$ cat src/rtl/ps2_pkg.sv
// Shared definitions for the PS/2 scan-code receiver: prefix and shift key
// codes, frame FSM states and the key event record stored in the FIFO.
// Optional build macro: PS2_SHIFT_TRACK_EN adds a shift bit to every event.
package ps2_pkg;

  localparam logic [7:0] BREAK_CODE = 8'hF0;
  localparam logic [7:0] EXT_CODE   = 8'hE0;
  localparam logic [7:0] LSHIFT     = 8'h12;
  localparam logic [7:0] RSHIFT     = 8'h59;

  typedef enum logic [1:0] {
    ST_IDLE   = 2'd0,
    ST_DATA   = 2'd1,
    ST_PARITY = 2'd2,
    ST_STOP   = 2'd3
  } frame_state_t;

  // "release" is a reserved word, so the break flag is called released.
  typedef struct packed {
`ifdef PS2_SHIFT_TRACK_EN
    logic       shift;
`endif
    logic       extended;
    logic       released;
    logic [7:0] code;
  } ps2_event_t;

  localparam int EVT_W = $bits(ps2_event_t);

  // PS/2 frames use odd parity: the parity bit makes the total count of ones odd.
  function automatic logic odd_parity_bit(input logic [7:0] d);
    return ~^d;
  endfunction

endpackage

$ cat src/rtl/ps2_event_fifo.sv
// Synchronous FIFO with a registered head. The head register is loaded
// directly from the push data when the FIFO would otherwise be empty, so a
// pushed event is visible one clock after the push.
module ps2_event_fifo #(
  parameter int DEPTH = 8,
  parameter int WIDTH = 10
) (
  input  logic                    clk,
  input  logic                    rst,
  input  logic                    push,
  input  logic [WIDTH-1:0]        push_data,
  input  logic                    pop,
  output logic                    head_valid,
  output logic [WIDTH-1:0]        head_data,
  output logic [$clog2(DEPTH):0]  count,
  output logic                    drop
);

  localparam int AW = $clog2(DEPTH);
  localparam logic [AW:0] FULL_CNT = (AW+1)'(DEPTH);

  logic [WIDTH-1:0] mem_r [DEPTH];
  logic [AW-1:0]    wr_ptr_r;
  logic [AW-1:0]    rd_ptr_r;
  logic [AW-1:0]    rd_ptr_nxt_s;
  logic [AW:0]      count_r;
  logic [AW:0]      after_pop_s;
  logic [AW:0]      count_nxt_s;
  logic             valid_r;
  logic [WIDTH-1:0] head_r;
  logic             pop_s;
  logic             accept_s;
  logic             remain_s;

  // Pop is resolved before push so a full FIFO can accept while draining.
  always_comb begin
    pop_s        = pop & valid_r;
    accept_s     = push & ((count_r != FULL_CNT) | pop_s);
    after_pop_s  = count_r - (AW+1)'(pop_s);
    count_nxt_s  = after_pop_s + (AW+1)'(accept_s);
    rd_ptr_nxt_s = rd_ptr_r + AW'(pop_s);
    remain_s     = (after_pop_s != {(AW+1){1'b0}});
  end

  // Storage array write port; no reset needed on payload storage.
  always_ff @(posedge clk) begin
    if (accept_s) begin
      mem_r[wr_ptr_r] <= push_data;
    end
  end

  // Pointers, occupancy and the registered head entry.
  always_ff @(posedge clk or negedge rst) begin
    if (!rst) begin
      wr_ptr_r <= {AW{1'b0}};
      rd_ptr_r <= {AW{1'b0}};
      count_r  <= {(AW+1){1'b0}};
      valid_r  <= 1'b0;
      head_r   <= {WIDTH{1'b0}};
    end else begin
      wr_ptr_r <= wr_ptr_r + AW'(accept_s);
      rd_ptr_r <= rd_ptr_nxt_s;
      count_r  <= count_nxt_s;
      valid_r  <= (count_nxt_s != {(AW+1){1'b0}});
      if (remain_s) begin
        head_r <= mem_r[rd_ptr_nxt_s];
      end else if (accept_s) begin
        head_r <= push_data;
      end else begin
        head_r <= head_r;
      end
    end
  end

  assign head_valid = valid_r;
  assign head_data  = head_r;
  assign count      = count_r;
  assign drop       = push & ~accept_s;

endmodule

$ cat src/rtl/ps2_scancode_rx.sv
// PS/2 keyboard receiver: synchroniser, ps2_clk glitch filter, 11-bit frame
// FSM with timeout, E0/F0 prefix folding and a key event FIFO.
// Optional build macro: PS2_SHIFT_TRACK_EN adds shift_held and evt_shift.
module ps2_scancode_rx
  import ps2_pkg::*;
#(
  parameter int FIFO_DEPTH     = 8,
  parameter int SYNC_STAGES    = 2,
  parameter int TIMEOUT_CYCLES = 10000,
  parameter int FILTER_LEN     = 4
) (
  input  logic                         clk,
  input  logic                         rst,
  input  logic                         ps2_clk,
  input  logic                         ps2_data,
  output logic                         evt_valid,
  input  logic                         evt_ready,
  output logic [7:0]                   evt_code,
  output logic                         evt_release,
  output logic                         evt_extended,
  output logic                         frame_err,
  output logic                         overflow,
  output logic [$clog2(FIFO_DEPTH):0]  fifo_count
`ifdef PS2_SHIFT_TRACK_EN
  ,
  output logic                         shift_held,
  output logic                         evt_shift
`endif
);

  localparam int FCW = $clog2(FILTER_LEN) + 1;
  localparam logic [FCW-1:0] FILT_LAST = FCW'(FILTER_LEN - 1);
  localparam int TCW = $clog2(TIMEOUT_CYCLES) + 1;
  localparam logic [TCW-1:0] TMO_LAST = TCW'(TIMEOUT_CYCLES - 1);

  logic [SYNC_STAGES-1:0] clk_sync_r;
  logic [SYNC_STAGES-1:0] data_sync_r;
  logic                   clk_s;
  logic                   data_s;
  logic                   filt_r;
  logic [FCW-1:0]         filt_cnt_r;
  logic                   strobe_r;
  frame_state_t           state_r;
  logic [2:0]             bit_cnt_r;
  logic [7:0]             shift_r;
  logic                   par_err_r;
  logic [TCW-1:0]         tmo_cnt_r;
  logic                   byte_done_r;
  logic                   frame_err_r;
  logic                   ext_pend_r;
  logic                   rel_pend_r;
  logic                   overflow_r;
  logic                   push_s;
  logic                   drop_s;
  ps2_event_t             evt_s;
  ps2_event_t             head_s;
`ifdef PS2_SHIFT_TRACK_EN
  logic                   shift_held_r;
`endif

  assign clk_s  = clk_sync_r[SYNC_STAGES-1];
  assign data_s = data_sync_r[SYNC_STAGES-1];

  // Bring both PS/2 pins into the clk domain; idle bus level is high.
  always_ff @(posedge clk or negedge rst) begin
    if (!rst) begin
      clk_sync_r  <= {SYNC_STAGES{1'b1}};
      data_sync_r <= {SYNC_STAGES{1'b1}};
    end else begin
      clk_sync_r  <= {clk_sync_r[SYNC_STAGES-2:0], ps2_clk};
      data_sync_r <= {data_sync_r[SYNC_STAGES-2:0], ps2_data};
    end
  end

  // Accept a ps2_clk level change only after FILTER_LEN differing samples;
  // an accepted falling edge yields the one-cycle bit strobe.
  always_ff @(posedge clk or negedge rst) begin
    if (!rst) begin
      filt_r     <= 1'b1;
      filt_cnt_r <= {FCW{1'b0}};
      strobe_r   <= 1'b0;
    end else if (clk_s != filt_r) begin
      if (filt_cnt_r == FILT_LAST) begin
        filt_r     <= clk_s;
        filt_cnt_r <= {FCW{1'b0}};
        strobe_r   <= ~clk_s;
      end else begin
        filt_cnt_r <= filt_cnt_r + {{(FCW-1){1'b0}}, 1'b1};
        strobe_r   <= 1'b0;
      end
    end else begin
      filt_cnt_r <= {FCW{1'b0}};
      strobe_r   <= 1'b0;
    end
  end

  // Frame FSM; a parity error is remembered and reported with the stop bit
  // so the trailing stop bit is never mistaken for a bad start bit.
  always_ff @(posedge clk or negedge rst) begin
    if (!rst) begin
      state_r     <= ST_IDLE;
      bit_cnt_r   <= 3'd0;
      shift_r     <= 8'h00;
      par_err_r   <= 1'b0;
      tmo_cnt_r   <= {TCW{1'b0}};
      byte_done_r <= 1'b0;
      frame_err_r <= 1'b0;
    end else begin
      byte_done_r <= 1'b0;
      frame_err_r <= 1'b0;
      if (strobe_r) begin
        tmo_cnt_r <= {TCW{1'b0}};
        case (state_r)
          ST_IDLE: begin
            if (data_s == 1'b0) begin
              state_r   <= ST_DATA;
              bit_cnt_r <= 3'd0;
              par_err_r <= 1'b0;
            end else begin
              frame_err_r <= 1'b1;
            end
          end
          ST_DATA: begin
            shift_r   <= {data_s, shift_r[7:1]};
            bit_cnt_r <= bit_cnt_r + 3'd1;
            if (bit_cnt_r == 3'd7) begin
              state_r <= ST_PARITY;
            end else begin
              state_r <= ST_DATA;
            end
          end
          ST_PARITY: begin
            par_err_r <= (data_s != odd_parity_bit(shift_r));
            state_r   <= ST_STOP;
          end
          ST_STOP: begin
            state_r <= ST_IDLE;
            if (data_s && !par_err_r) begin
              byte_done_r <= 1'b1;
            end else begin
              frame_err_r <= 1'b1;
            end
          end
          default: state_r <= ST_IDLE;
        endcase
      end else if (state_r == ST_IDLE) begin
        tmo_cnt_r <= {TCW{1'b0}};
      end else if (tmo_cnt_r == TMO_LAST) begin
        tmo_cnt_r   <= {TCW{1'b0}};
        frame_err_r <= 1'b1;
        state_r     <= ST_IDLE;
      end else begin
        tmo_cnt_r <= tmo_cnt_r + {{(TCW-1){1'b0}}, 1'b1};
      end
    end
  end

  // Build the event record; prefix bytes only update the pending flags.
  always_comb begin
    evt_s          = {EVT_W{1'b0}};
    evt_s.extended = ext_pend_r;
    evt_s.released = rel_pend_r;
    evt_s.code     = shift_r;
`ifdef PS2_SHIFT_TRACK_EN
    evt_s.shift    = shift_held_r;
`endif
    if (byte_done_r && (shift_r != EXT_CODE) && (shift_r != BREAK_CODE)) begin
      push_s = 1'b1;
    end else begin
      push_s = 1'b0;
    end
  end

  // Prefix flags: set by E0/F0, cleared by a completed event or a frame error.
  always_ff @(posedge clk or negedge rst) begin
    if (!rst) begin
      ext_pend_r <= 1'b0;
      rel_pend_r <= 1'b0;
    end else if (frame_err_r || push_s) begin
      ext_pend_r <= 1'b0;
      rel_pend_r <= 1'b0;
    end else if (byte_done_r) begin
      ext_pend_r <= ext_pend_r | (shift_r == EXT_CODE);
      rel_pend_r <= rel_pend_r | (shift_r == BREAK_CODE);
    end else begin
      ext_pend_r <= ext_pend_r;
      rel_pend_r <= rel_pend_r;
    end
  end

`ifdef PS2_SHIFT_TRACK_EN
  // Shift state follows make/break of either shift key.
  always_ff @(posedge clk or negedge rst) begin
    if (!rst) begin
      shift_held_r <= 1'b0;
    end else if (push_s && ((shift_r == LSHIFT) || (shift_r == RSHIFT))) begin
      shift_held_r <= ~rel_pend_r;
    end else begin
      shift_held_r <= shift_held_r;
    end
  end

  assign shift_held = shift_held_r;
  assign evt_shift  = head_s.shift;
`endif

  // Overflow stays set until reset once any event has been dropped.
  always_ff @(posedge clk or negedge rst) begin
    if (!rst) begin
      overflow_r <= 1'b0;
    end else begin
      overflow_r <= overflow_r | drop_s;
    end
  end

  ps2_event_fifo #(
    .DEPTH (FIFO_DEPTH),
    .WIDTH (EVT_W)
  ) u_fifo (
    .clk        (clk),
    .rst        (rst),
    .push       (push_s),
    .push_data  (evt_s),
    .pop        (evt_ready),
    .head_valid (evt_valid),
    .head_data  (head_s),
    .count      (fifo_count),
    .drop       (drop_s)
  );

  assign evt_code     = head_s.code;
  assign evt_release  = head_s.released;
  assign evt_extended = head_s.extended;
  assign frame_err    = frame_err_r;
  assign overflow     = overflow_r;

endmodule

$ cat config.mk
export PLATFORM = sky130hd
export DESIGN_NAME = ps2_scancode_rx
export DESIGN_NICKNAME = d
export VERILOG_FILES = /design/src/rtl/ps2_pkg.sv /design/src/rtl/ps2_event_fifo.sv /design/src/rtl/ps2_scancode_rx.sv
export SDC_FILE = /design/constraint.sdc
export NUM_CORES = 1
export LEC_CHECK = 0
export ABC_AREA = 1
export BUFFER_PORTS_ARGS = -buffer_cell sky130_fd_sc_hd__buf_2
export CAP_MARGIN = 20
export CORE_MARGIN = 5
export CORE_UTILIZATION = 30
export CTS_BUF_LIST = sky130_fd_sc_hd__clkbuf_16
export CTS_CLUSTER_DIAMETER = 120
export DETAILED_ROUTE_END_ITERATION = 10
export GPL_TIMING_DRIVEN = 1
export PLACE_DENSITY = 0.44
export SYNTH_ARGS = -nofsm -noshare
export SYNTH_HDL_FRONTEND = slang
export SYNTH_SLANG_ARGS = --single-unit
$ cat constraint.sdc
create_clock -name clk -period 2.8 [get_ports clk]
set_input_delay 0.7 -clock clk [delete_from_list [all_inputs] [get_ports clk]]
set_output_delay 0.7 -clock clk [all_outputs]
set_load 0.1 [all_outputs]
==> results.md <==
- The number of input and output port buffers inserted is 21.
- The worst hold path belongs to the class in -> async.
- The simple-gate share of the synthesized area is 23.4%.
- Sequential cells account for 32.5% of the total power.
- The switching part of the total power is 41.0%.
- The cell at the root of the clock tree is clkbuf_16.
- The maximum VDD drop is 0.520 mV.
- The first detailed-routing pass took 6 iterations.
- The routed layout has 4,565 vias.
- The layout has 2,192 filler cells.
- Setup violations remaining at the end of the flow were counted as 0.
- The count of nets left with antenna violations once routing finished came out at 0.
- Registers take 0.00401 mm².
- The worst pin sits at a relative slew slack of 66.5%.
- In the finished design, the share of the clock period the worst path needs comes to 85.4%.
- In the post-synthesis netlist, the biggest area contributors are edfxtp_1 (36%), dfrtp_1 (22%), nand2_1 (10%), nand3_1 (5.0%), inv_1 (4.7%).
- After Yosys synthesis, XOR and XNOR cells account for 1.58% of the synthesized area.
- In the synthesized netlist the dominant register cell turns out to be edfxtp_1.
- The standard cell core area is 0.0218 mm².
- The share of Yosys cell area claimed by the top area cell type is 36.5%.
- The clock latency of the later-clocked register in the worst-skew pair is 420 ps.
- STA classifies the critical path endpoint as a register.
- The post-synthesis share of cell area spent on full adders, half adders and majority gates is 4.18%.
- The antenna diode instance count is 0.
- The total count of max-transition violations in the final report is 0.
- The first global-routing pass estimated 25.0 mm of wire.
- Once the clock tree was built, the resizer swapped 0 gates to a different size.
- The proportion of layout cells with a drive suffix above 1 is 15.2%.
- Synthesis inferred 144 register bits.
- The clock tree synthesis step divided the H-tree into 4 levels.
- After synthesis, the share of flip-flops with an asynchronous set or reset is 44.4%.
- The signed area change from the synthesized netlist to the final layout is 17.7%.
- Setup slack on the critical path of the routed design comes to 410 ps.
- The residual overflow from global routing is 0.
- The detailed-route vias per instance is 4.49.
- The sequential-to-total area share from yosys stat is 60.9%.
- The switching power total is 3.15 mW.
- At the placement stage, the worst setup path has a slack of 302 ps.
- The arrival time at the worst endpoint is 2510 ps.
- Multiplexer cells account for 0% of the synthesized area.
- Along the worst path, the maximum fanout reaches 11.
- The maximum achievable frequency is 418 MHz.
- Counting flops with a built-in enable in the synthesized netlist gives 80.
- The placed instances occupy a cell area of 0.00717 mm².
- The clock skew after layout is 13.1 ps.
- The launching instance or port of the critical path is shift_r[0].
- Across the run, the number of max-cap violations was 0.
- The number of hold buffers added after CTS is 0.
- Synthesis instantiated 37 different standard cells from the library.
- The routed wirelength normalized by instance count is 14.7 µm.
- The total number of placement rows is 54.
- Setup repair after global routing left no endpoint under its margin.
- The number of clock sinks seen by CTS is 144.
- The worst setup path category is reg -> reg.
- The final instance area is 0.00775 mm².
- Once the clock tree was built, the setup fixing pass inserted 0 buffers.
- The cell count after synthesis came out at 675.
- TritonCTS built the clock tree.
- The library cell used most frequently in the layout, excluding fill and tap cells, is nand2_1.
- The part of the total power dissipated in the clock network is 29.2%.
- The synthesized net count is 702.
- The initial antenna violation count was 0.
- The final setup TNS is 0 ps.
- The wire-length estimate of the detail-placed layout is 10.6 mm.
- The worst setup path is launched from a register.
- The final-report hold violation count is 0.
- Summing the areas of all compound-gate instances in the mapped netlist gives 3.63% of the synthesized area.
- The wire length after detailed routing is 15.0 mm.
- The floorplan step set the die width to 158 µm.
- The main combinational cell family by area after synthesis is simple AND/OR/NAND/NOR gates.
- The number of CTS-inserted buffers is 17.
- The required time at the endpoint of the critical path is 2920 ps.
- The floorplan die area is 0.0250 mm².
- The library cell with the largest summed area after synthesis is edfxtp_1.
- Subtracting the final worst setup slack from the clock period gives 2390 ps.
- The combined global-route utilization of all metal layers is 12.9%.
- Pin placement for this block handled 22 I/O pins.
- The cell leakage power is 3.48 nW.
- In the layout the commonest cells are nand2_1 (182), inv_1 (82), edfxtp_1 (80).
- In this run the critical register-to-register path is launched from shift_r[0].
- In the routed design, unresolved DRC markers number 0.
- Routability-driven placement finished with a final weighted congestion of 0.816.
- The run finished with clean final reports.
- The post-synth design cell area is 0.00659 mm².
- The violation count after the first detailed-routing iteration is 230.
- The number of global-route vias before repair is 4,799.
- For this run, the share of the core covered by cells in the final layout is 35.6%.
- Internal power comes to 4.54 mW.
- The multi-input combinational cells in the finished layout cover a total of 0.00216 mm².
- The mean instance size in the synthesized netlist is 9.76 µm².
- Entering global routing, the biggest net connects 42 pins.
- The logic gate share of total power is 38.3%.
- The Yosys warning count is 0.
- For this run, the post-layout net count is 750.
- The total power per unit cell area is 993 mW/mm².
- The die is 158 µm tall.
- After clock tree synthesis, the clock-pin slew on the worst setup and hold paths is 60 ps.
- The pin slew with the least headroom to its limit is 501 ps.
- The maximum buffer depth of the clock tree is 2.
- For this configuration, the core starts out at a cell density of 30.3%.
cells by family after synthesis:
family,count (synthesis)
AOI/OAI and AO/OA,44
xor gates and xnor gates,11
adders and majority gates,22
buffers and inverters,104
DFF,144
and+or+nand+nor,350
power by group through the flow:
stage	clock network (mW)	logic [mW]	registers, mW
floorplan	0	1.51	3.25
global placement	0	2.94	2.54
detailed placement	0	2.98	2.55
CTS	2.30	2.98	2.51
global route	2.40	3.26	2.53
finish	2.25	2.95	2.50
critical path, cell delays in order (launching register included):
cell	delay, ps
dfrtp_1	620
inv_1	90
ha_1	230
nand2_1	60
nor2_1	70
nor2_1	150
nand3_2	160
or2_2	350
nor2_1	130
buf_4	230
area by class of cell:
cell class,instances,area share (%)
Inverter,87,4.25
Sequential cell,144,51.7
Clock buffer,17,5.49
Tap cell,280,4.52
Timing Repair Buffer,46,4.10
Multi-Input combinational cell,427,27.9
Clock inverter,15,2.03
registers in the layout (all words and copies together), names as in the netlist:
name	cells
u_fifo.rd_ptr_r	3
shift_r	8
par_err_r	1
ext_pend_r	1
filt_cnt_r	3
clk_sync_r	2
bit_cnt_r	3
filt_r	1
u_fifo.mem_r	80
u_fifo.wr_ptr_r	3
tmo_cnt_r	15
strobe_r	1
u_fifo.count	4
u_fifo.head_data	10
frame_err	1
data_sync_r	2
state_r	2
u_fifo.head_valid	1
overflow	1
byte_done_r	1
rel_pend_r	1
Yosys cell counts, types with 3 or more instances:
cell type and number:
a21oi_1 19, buf_2 9, clkbuf_1 5, dfrtp_1 59, dfstp_2 5, edfxtp_1 80
ha_1 22, inv_1 82, inv_2 4, nand2_1 182, nand2_2 9, nand3_1 66
nand3_2 5, nand4_1 6, nor2_1 59, nor2_4 3, nor3_1 11, o21ai_0 9
o21ai_1 9, xor2_1 8
through the flow:
step                hold slack (ps)  cells  total power, mW
floorplan                       345    675             4.77
global placement                346    984             5.48
detailed placement              347    984             5.53
CTS                             222   1016             7.79
global route                    248   1016             8.19
finish                          221   1016             7.70
per-layer routing:
metal | wire, µm | global-route usage [%]
met1 | 6820 | 16.3
met2 | 7510 | 21.9
met4 | 172 | 4.02
met5 | 0 | 0
met3 | 461 | 3.20
worst paths after layout:
| kind | endpoint | slack [ps] | cells after the start |
|---|---|---|---|
| setup / recovery | u_fifo.mem_r[6][4] | 410 | 9 |
| hold / removal | bit_cnt_r[0] | 220 | 1 |
| setup reg to reg | u_fifo.mem_r[6][4] | 410 | 9 |
| hold reg to reg | data_sync_r[1] | 350 | 0 |
| max in group asynchronous | u_fifo.head_data[9] | 1810 | 2 |
| min in group clk | data_sync_r[1] | 350 | 0 |
Power figures use the tool's default switching activity.
